$ cat config.mk
export PLATFORM = sky130hd
export DESIGN_NAME = fetch_unit
export DESIGN_NICKNAME = d
export VERILOG_FILES = /design/src/rtl/fetch_unit.sv
export SDC_FILE = /design/constraint.sdc
export NUM_CORES = 1
export LEC_CHECK = 0
export BUFFER_PORTS_ARGS = -buffer_cell sky130_fd_sc_hd__buf_2
export CAP_MARGIN = 15
export CORE_MARGIN = 2
export CORE_UTILIZATION = 58
export DETAILED_ROUTE_END_ITERATION = 6
export PLACE_DENSITY = 0.81
export SYNTH_ARGS = -nofsm -noshare
export SYNTH_HDL_FRONTEND = slang
export SYNTH_SLANG_ARGS = --single-unit
$ cat constraint.sdc
create_clock -name clk -period 4.3 [get_ports clk]
set_input_delay 0.215 -clock clk [delete_from_list [all_inputs] [get_ports clk]]
set_output_delay 0.215 -clock clk [all_outputs]
set_load 0.05 [all_outputs]
$ cat src/rtl/fetch_unit.sv
// rtl/fetch_unit.sv - instruction fetch unit with PC, branch target LUT and retire counter
module fetch_unit #(
   parameter int PC_W  = 10,
   parameter int KEY_W = 5
) (
   input  logic             clk,
   input  logic             reset,
   input  logic             start,
   input  logic             stall,
   input  logic             branch_en,
   input  logic [KEY_W-1:0] branch_key,
   input  logic             lut_we,
   input  logic [KEY_W-1:0] lut_waddr,
   input  logic [PC_W-1:0]  lut_wdata,
   output logic [PC_W-1:0]  imem_addr,
   input  logic [8:0]       imem_data,
   output logic [8:0]       inst,
   output logic             inst_valid,
   output logic             done,
   output logic [15:0]      instr_count
);

   localparam logic [8:0] HALT = 9'h1FF;

   typedef enum logic [1:0] {S_IDLE, S_RUN, S_DONE} state_t;

   state_t          r_state;
   logic [PC_W-1:0] r_pc;
   logic [15:0]     r_count;
   logic            r_done;
   logic [PC_W-1:0] r_lut [2**KEY_W];

   logic            w_run;
   logic            w_halt;
   logic            w_advance;
   logic [PC_W-1:0] w_next_pc;

   assign w_run     = (r_state == S_RUN);
   assign w_halt    = (imem_data == HALT);
   // An instruction retires only when running, not stalled and not the halt word.
   assign w_advance = w_run && !stall && !w_halt;
   // PC+1 wraps naturally at the PC width.
   assign w_next_pc = branch_en ? r_lut[branch_key] : r_pc + 1'b1;

   assign imem_addr   = r_pc;
   assign inst        = w_run ? imem_data : 9'h000;
   assign inst_valid  = w_advance;
   assign done        = r_done;
   assign instr_count = r_count;

   // Control FSM: owns state, PC, retire counter and the done flag.
   always_ff @(posedge clk or posedge reset) begin
      if (reset) begin
         r_state <= S_IDLE;
         r_pc    <= '0;
         r_count <= '0;
         r_done  <= 1'b0;
      end else begin
         case (r_state)
            S_IDLE, S_DONE: begin
               if (start) begin
                  r_state <= S_RUN;
                  r_pc    <= '0;
                  r_count <= '0;
                  r_done  <= 1'b0;
               end
            end
            S_RUN: begin
               if (w_advance) begin
                  r_pc <= w_next_pc;
                  if (r_count != 16'hFFFF) begin
                     r_count <= r_count + 16'd1;
                  end
               end else if (!stall && w_halt) begin
                  // Halt: PC stays on the halt word, any branch request is dropped.
                  r_state <= S_DONE;
                  r_done  <= 1'b1;
               end
            end
            default: begin
               r_state <= S_IDLE;
               r_done  <= 1'b0;
            end
         endcase
      end
   end

   // Branch target table: contents survive reset and are frozen while a program runs.
   always_ff @(posedge clk) begin
      if (lut_we && (r_state != S_RUN)) begin
         r_lut[lut_waddr] <= lut_wdata;
      end
   end

endmodule

==> flow_summary.ini, run 1 <==
[status]
status = finished with violations
failing_checks = design-rule violations

[min_path]
hp-class = in -> reg

[pwr]
power.share.switching = 0.230
net_switching_component_of_the_power_mw = 1.69
power.static_leakage_nw = 5.31
power_frac_seq = 0.516
combinationalPowerShare = 0.086
power.ir.vdd_worst_mv = 0.348
clock_group_share_of_total_power = 0.398
powerDensity_nw_per_um2 = 462
internal_power_mw = 5.68

[sta]
report.final.hold_viol_count = 0
clock_skew_ns = 0.0131
headroom_to_the_max_slew_limit = 0.219
worstMarginPinSlew_ns = 1.17
post-route-period-util = 0.643
fin_setup_tns_ns = 0
setup_viol = 0
timing.fmax_mhz = 361
rsz0062_at_grt = no
timing.hold.ws_ns = 0.0304
period_minus_slack_ns = 2.77
slew_viol_final = 0

[critical_path]
crit_fanout = 16
worstPathCellList = nor2b_1 -> or4b_2 -> nor2_1
gate_family_responsible_for_the_most_delay_along_the_worst_path = simple AND/OR/NAND/NOR gates
worst_setup_path_end_kind = register
critical_path.slowest_cell = or4b_2
critPathLaunchType = register
timing.critical_path.arrival_ns = 2.89
setup.worst_path.class = reg -> reg
critical_path.n_buffers_inverters = 0
critical_path_required_ns = 4.42
ff_to_ff_setup_slack_ns = 1.53
critical_path.max_stage_delay_ns = 0.84

[yosys]
synth-edff-count = 320
dominant_combinational_cell_family_by_area_after_synthesis = multiplexers
yosys.cell_types.count = 58
synth.yosys.seq_area_share = 0.726
synth_top_cell_by_area = edfxtp_1
syn-cell-area_um2 = 14200
synthCells = 758
syn-mean-instance-area_um2 = 18.8
number_of_register_bits_inferred_by_synthesis = 349
postSynth.asyncResetShare = 0.0831
area_fraction_in_compound_gates_after_synthesis = 0.0484
synth.area.mux_share = 0.139
synth-warning-count = 0
post_synth_simple_gate_area = 0.0631
syn_nets = 795
synthAdderAreaFrac = 0.00176
synthDominantCellAreaShare = 0.675
synth.top_cells.by_area = edfxtp_1, mux4_2, dfrtp_1
synth-xor-area-share = 0.00185
main_flop_type_after_synthesis = edfxtp_1

[clock_network]
worst_skew_pair.late_latency_ns = 0.51
cts_tree = done
cts-htree-levels = 2
clk_pin_slew_worst_paths_ns = 0.06
tritoncts.num_buffers = 36
numClockSinks = 349
root_buffer = clkbuf_16
cts_resized = 0
cts_buffer_depth = 3

[final_layout]
final_area_um2 = 15900
post_route_cells_drive_above_1_share = 0.233
design.final.nets = 877
area_growth_pct = 12.1
final_cells = 1188
regArea_um2 = 10300
area_of_the_multi_input_gates_um2 = 3610
fill_cells = 1527

[drt]
final_routed_drc_violation_total = 7
routedWlPerCell_um = 26.5
routed_via_density = 6.59
drt_iter0_markers = 1028
totalWireLength_um = 31500
drtAntennaViolNets = 0
dr_total_vias = 7829
drt_pre_antenna_iters = 7

[floorplanning]
floorplan.initialDensity = 0.589
core_area_um2 = 24200
floorplan.rows = 57
io-pin-count = 72
die_boundary_height_um = 161
die_width_um = 161
die-area_um2 = 25800

[global_route]
antenna_found_initial = 1
vias_in_the_first_global_route = 7502
maximum_number_of_pins_on_one_net_before_global_route_repair = 56
grt_pass1_wl_um = 46700
gr-usage-all-layers = 0.248
gr-total-overflow = 0

[flow_run]
max_cap_violations = 0

[placed_design]
placed_instance_area_um2 = 14800
finalWeightedCongestion = 0.832
total_of_buffers_placed_on_input_and_output_ports = 71
dpl.hpwl_um = 19200
place.detailed.instances = 1122
[power by group through the flow]
| stage | combinational (mW) | clock [mW] | sequential [mW] |
|---|---|---|---|
| after detailed placement | 0.629 | 0 | 3.87 |
| after CTS | 0.632 | 2.96 | 3.80 |
| after global placement | 0.616 | 0 | 3.87 |
| after global routing | 0.672 | 3.09 | 3.81 |
| final | 0.637 | 2.93 | 3.80 |
| after floorplan | 0.304 | 0 | 3.99 |
[cells by family (layout without fill, tap and decap cells)]
family          Yosys count  after routing
compound gates          100            100
xor+xnor                  3              3
fa+ha+maj                 2              2
buf+inv                  41            146
flops                   349            349
mux                      94             94
other cells               0              1
simple gates            169            169
[routing by layer]
layer,up-vias,share of wire,GRT usage,wire length (µm)
li1,3309,-,-,-
met1,3963,0.39,0.350,12200
met2,483,0.47,0.379,14900
met3,72,0.11,0.0728,3430
met4,2,0.031,0.0839,988
met5,-,0.00038,0,12
[final cells by class]
cell class / instances / share of cell area
repair buffers: 82 / 0.0302
multi-input cells: 368 / 0.226
inverters: 3 / 0.000706
clock buffers: 42 / 0.0592
well taps: 324 / 0.0254
flip-flops and latches: 349 / 0.648
clock inverters: 19 / 0.00981
diodes: 1 / 0.000157
[flip-flops by register name, summed over array words and instances, names as in the netlist]
signal	count
r_lut	320
instr_count	16
imem_addr	10
r_state	2
done	1
[worst paths after layout]
path	startpoint	to	cells after the start
min in group asynchronous	reset	instr_count[12]	3
min reg2reg	done	done	2
min	stall	done	4
max reg2reg	r_state[0]	r_lut[24][3]	3
max in group asynchronous	reset	imem_addr[7]	4
max	r_state[0]	r_lut[24][3]	3
[Yosys cell counts (7+ instances only)]
library cell,n
a21oi_1,11
a22o_1,13
and2_1,13
buf_2,13
clkbuf_1,10
dfrtp_1,29
edfxtp_1,320
mux2_2,7
mux2i_1,10
mux4_1,16
mux4_2,61
nand2_1,22
nand2b_1,9
nand3_1,17
nor2_1,44
nor2b_1,8
nor3_1,10
o211ai_1,8
o21ai_0,20
o22ai_1,18
or3_1,7
[repair_timing]
action / in CTS / in global routing
hold buffers: 0 / 1
endpoints found under the hold margin: 0 / 29
buffers inserted: 0 / 0
[stage by stage]
step | setup slack [ns] | utilization | total power, mW
final | 1.53 | 0.660 | 7.37
after global routing | 1.42 | 0.660 | 7.57
after CTS | 1.57 | 0.657 | 7.39
after detailed placement | 1.60 | 0.612 | 4.50
after global placement | 1.69 | 0.612 | 4.48
after floorplan | 2.08 | - | 4.30
[worst min-delay path: stages]
cell and delay [ns]:
buf_2 0.09, nor4_1 0.06, nand2_1 0.08, nand2_1 0.05
[layout by cell type, fill, tap and decap left out, drive strengths merged, types with 16 or more instances in the layout]
cell type  count
mux4          77
nand3         17
edfxtp       320
nand2         22
o22ai         18
o21ai         22
nor2          44
clkinv        16
dfrtp         29
clkbuf        42
buf           81
Note: power is estimated with default switching activity, not from simulation.
==> inputs of run 2 (changes only) <==
--- a/config.mk
+++ b/config.mk
@@ -5,12 +5,13 @@
 export SDC_FILE = /design/constraint.sdc
 export NUM_CORES = 1
 export LEC_CHECK = 0
+export ABC_AREA = 1
 export BUFFER_PORTS_ARGS = -buffer_cell sky130_fd_sc_hd__buf_2
 export CAP_MARGIN = 15
 export CORE_MARGIN = 2
-export CORE_UTILIZATION = 58
+export CORE_UTILIZATION = 55
 export DETAILED_ROUTE_END_ITERATION = 6
-export PLACE_DENSITY = 0.81
+export PLACE_DENSITY = 0.8
 export SYNTH_ARGS = -nofsm -noshare
 export SYNTH_HDL_FRONTEND = slang
 export SYNTH_SLANG_ARGS = --single-unit
==> constraint.sdc (replaced) <==
create_clock -name clk -period 2.5 [get_ports clk]
set_input_delay 0.125 -clock clk [delete_from_list [all_inputs] [get_ports clk]]
set_output_delay 0.125 -clock clk [all_outputs]
set_load 0.05 [all_outputs]
==> run 2 against run 1 <==
Net effect: non-clock buffer count up 39; combinational power grew to 3.3 times the previous value; clock-buffer cell count rose by 3; sequential power is 76% higher; register-to-register slack worse by 1.1 ns; clock skew increased by 0.0041 ns; critical endpoint is now inst[0]; setup slack lost 1.2 ns; the flow now finishes without violations; global-route usage grew 1.3 points; highest routed layer is now met4; sequential share of layout area decreased by 3.8 points; die area rose by 11%; via count grew 39%; synthesized area grew 5.4%.
==> flow_summary.ini, run 2 <==
[status]
status = finished, final reports clean

[global_route]
maximum_number_of_pins_on_one_net_before_global_route_repair = 161
grt_pass1_wl_um = 56700
gr-total-overflow = 0
antenna_found_initial = 0
vias_in_the_first_global_route = 10400
gr-usage-all-layers = 0.261

[pwr]
power.ir.vdd_worst_mv = 0.566
power.static_leakage_nw = 6.63
powerDensity_nw_per_um2 = 831

[floorplanning]
core_area_um2 = 26900
die_width_um = 169
floorplan.rows = 60
die_boundary_height_um = 169
floorplan.initialDensity = 0.558
io-pin-count = 72
die-area_um2 = 28600

[drt]
dr_total_vias = 10900
routedWlPerCell_um = 20.1
final_routed_drc_violation_total = 0
routed_via_density = 5.88
drt_iter0_markers = 1330
drt_pre_antenna_iters = 5
totalWireLength_um = 37200
drtAntennaViolNets = 0

[final_layout]
area_growth_pct = 13.0
antenna_cells = 0
final_cells = 1852
final_cell_mix = nand2_1, edfxtp_1, nand3_1
design.final.nets = 1523
final_area_um2 = 16900
post_route_cells_drive_above_1_share = 0.121
biggest_register = r_lut
number_of_flip_flops_in_the_largest_register = 320
fill_cells = 2020
commonest_non_fill_non_tap_cell_in_the_layout = nand2_1

[yosys]
yosysMostFrequentCell = nand2_1
synth-warning-count = 0
synth_top_cell_by_area = edfxtp_1
postSynth.asyncResetShare = 0.0831
yosys.cell_types.count = 34
synth-edff-count = 320
synth.cells.most_frequent = nand2_1, edfxtp_1, nand3_1
synth.yosys.seq_area_share = 0.689
synthCells = 1399
syn-cell-area_um2 = 15000
main_flop_type_after_synthesis = edfxtp_1
syn-mean-instance-area_um2 = 10.7
number_of_register_bits_inferred_by_synthesis = 349
syn_nets = 1436
synthDominantCellAreaShare = 0.640
synth.top_cells.by_area = edfxtp_1, nand2_1, nand3_1

[clock_network]
cts-htree-levels = 2
cts_buffer_depth = 3
clk_pin_slew_worst_paths_ns = 0.06
root_buffer = clkbuf_16
worst_skew_pair.late_latency_ns = 0.54
numClockSinks = 349
cts_tree = done
tritoncts.num_buffers = 36
post-cts-setup-buffer-count = 0

[critical_path]
critical_path_required_ns = 2.38
crit_fanout = 22
critPathLaunchType = register
worst_setup_path_end_kind = output pin
setup.worst_path.class = reg -> out
timing.critical_path.arrival_ns = 2.00

[placed_design]
placed_instance_area_um2 = 15800
total_of_buffers_placed_on_input_and_output_ports = 71
dpl.hpwl_um = 22100
post-place-ws_ns = 0.509
finalWeightedCongestion = 0.902
place.detailed.instances = 1787

[sta]
worstMarginPinSlew_ns = 0.890
clock_skew_ns = 0.0172
timing.fmax_mhz = 471
fin_setup_tns_ns = 0
period_minus_slack_ns = 2.12
rsz0062_at_grt = no
slew_viol_final = 0
report.final.hold_viol_count = 0
headroom_to_the_max_slew_limit = 0.407
setup_viol = 0
post-route-period-util = 0.849
postLayoutSetupSlackWorst_ns = 0.378

[flow_run]
max_cap_violations = 0

[min_path]
hp-class = in -> reg
[run 2: metal layers]
layer | wire length, µm | vias up | global-route usage
met5 | 0 | - | 0
met4 | 1070 | 0 | 0.0896
met3 | 4490 | 86 | 0.0688
met2 | 17100 | 694 | 0.410
met1 | 14500 | 5142 | 0.357
li1 | - | 4975 | -
[run 2: cells by family after synthesis]
family,after synthesis,synth area share
AOI/OAI and AO/OA,33,0.0118
xor gates and xnor gates,12,0.00701
adders and majority gates,2,0.00167
buffers and inverters,121,0.0405
DFF,349,0.689
and+or+nand+nor,882,0.250
[run 2: report_power, final]
part	switching, mW	internal, mW	leakage [nW]	total, mW
logic	1.64	0.490	2.81	2.13
registers	0.176	6.53	3.25	6.70
clock network	2.19	3.05	0.567	5.24
total	4.01	10.1	6.63	14.1
[run 2: path summary, 6_finish.rpt]
kind / startpoint / endpoint / slack, ns / cells past startpoint
max in group asynchronous: reset / instr_count[15] / 2.00 / 4
worst min register to register: done / done / 0.52 / 2
worst max register to register: r_state[0] / r_lut[30][4] / 0.46 / 7
worst max-delay path: r_state[0] / inst[0] / 0.38 / 5
worst min-delay path: branch_en / imem_addr[7] / 0.05 / 4
min in group asynchronous: reset / imem_addr[9] / 0.21 / 4
[run 2: through the flow]
| step | hold WS, ns | util | power (mW) |
|---|---|---|---|
| floorplan | 0.203 | - | 8.36 |
| global placement | 0.214 | 0.587 | 8.88 |
| detailed placement | 0.224 | 0.587 | 8.92 |
| CTS | 0.0320 | 0.631 | 14.1 |
| global route | 0.0620 | 0.631 | 14.6 |
| finish | 0.0540 | 0.631 | 14.1 |
[run 2: area by class of cell]
type,instances,area (µm²),share of cell area
clock inverters,18,193,0.0114
flip-flops and latches,349,10300,0.610
well taps,341,427,0.0252
multi-input cells,929,4060,0.240
clock buffers,45,956,0.0564
repair buffers,121,788,0.0465
inverters,49,189,0.0111
[run 2: critical path, cell delays in order, from the launching register on]
cell	delay, ns
dfrtp_1	0.36
inv_1	0.10
nor2_4	0.19
inv_1	0.33
nor2_1	0.20
buf_2	0.29
[run 2: repair_timing]
item                                    in CTS  in global routing
endpoints found under the hold margin       36                  0
endpoints found under the setup margin       0                  0
hold buffers                                 2                  0
gates resized for setup                      0                  0
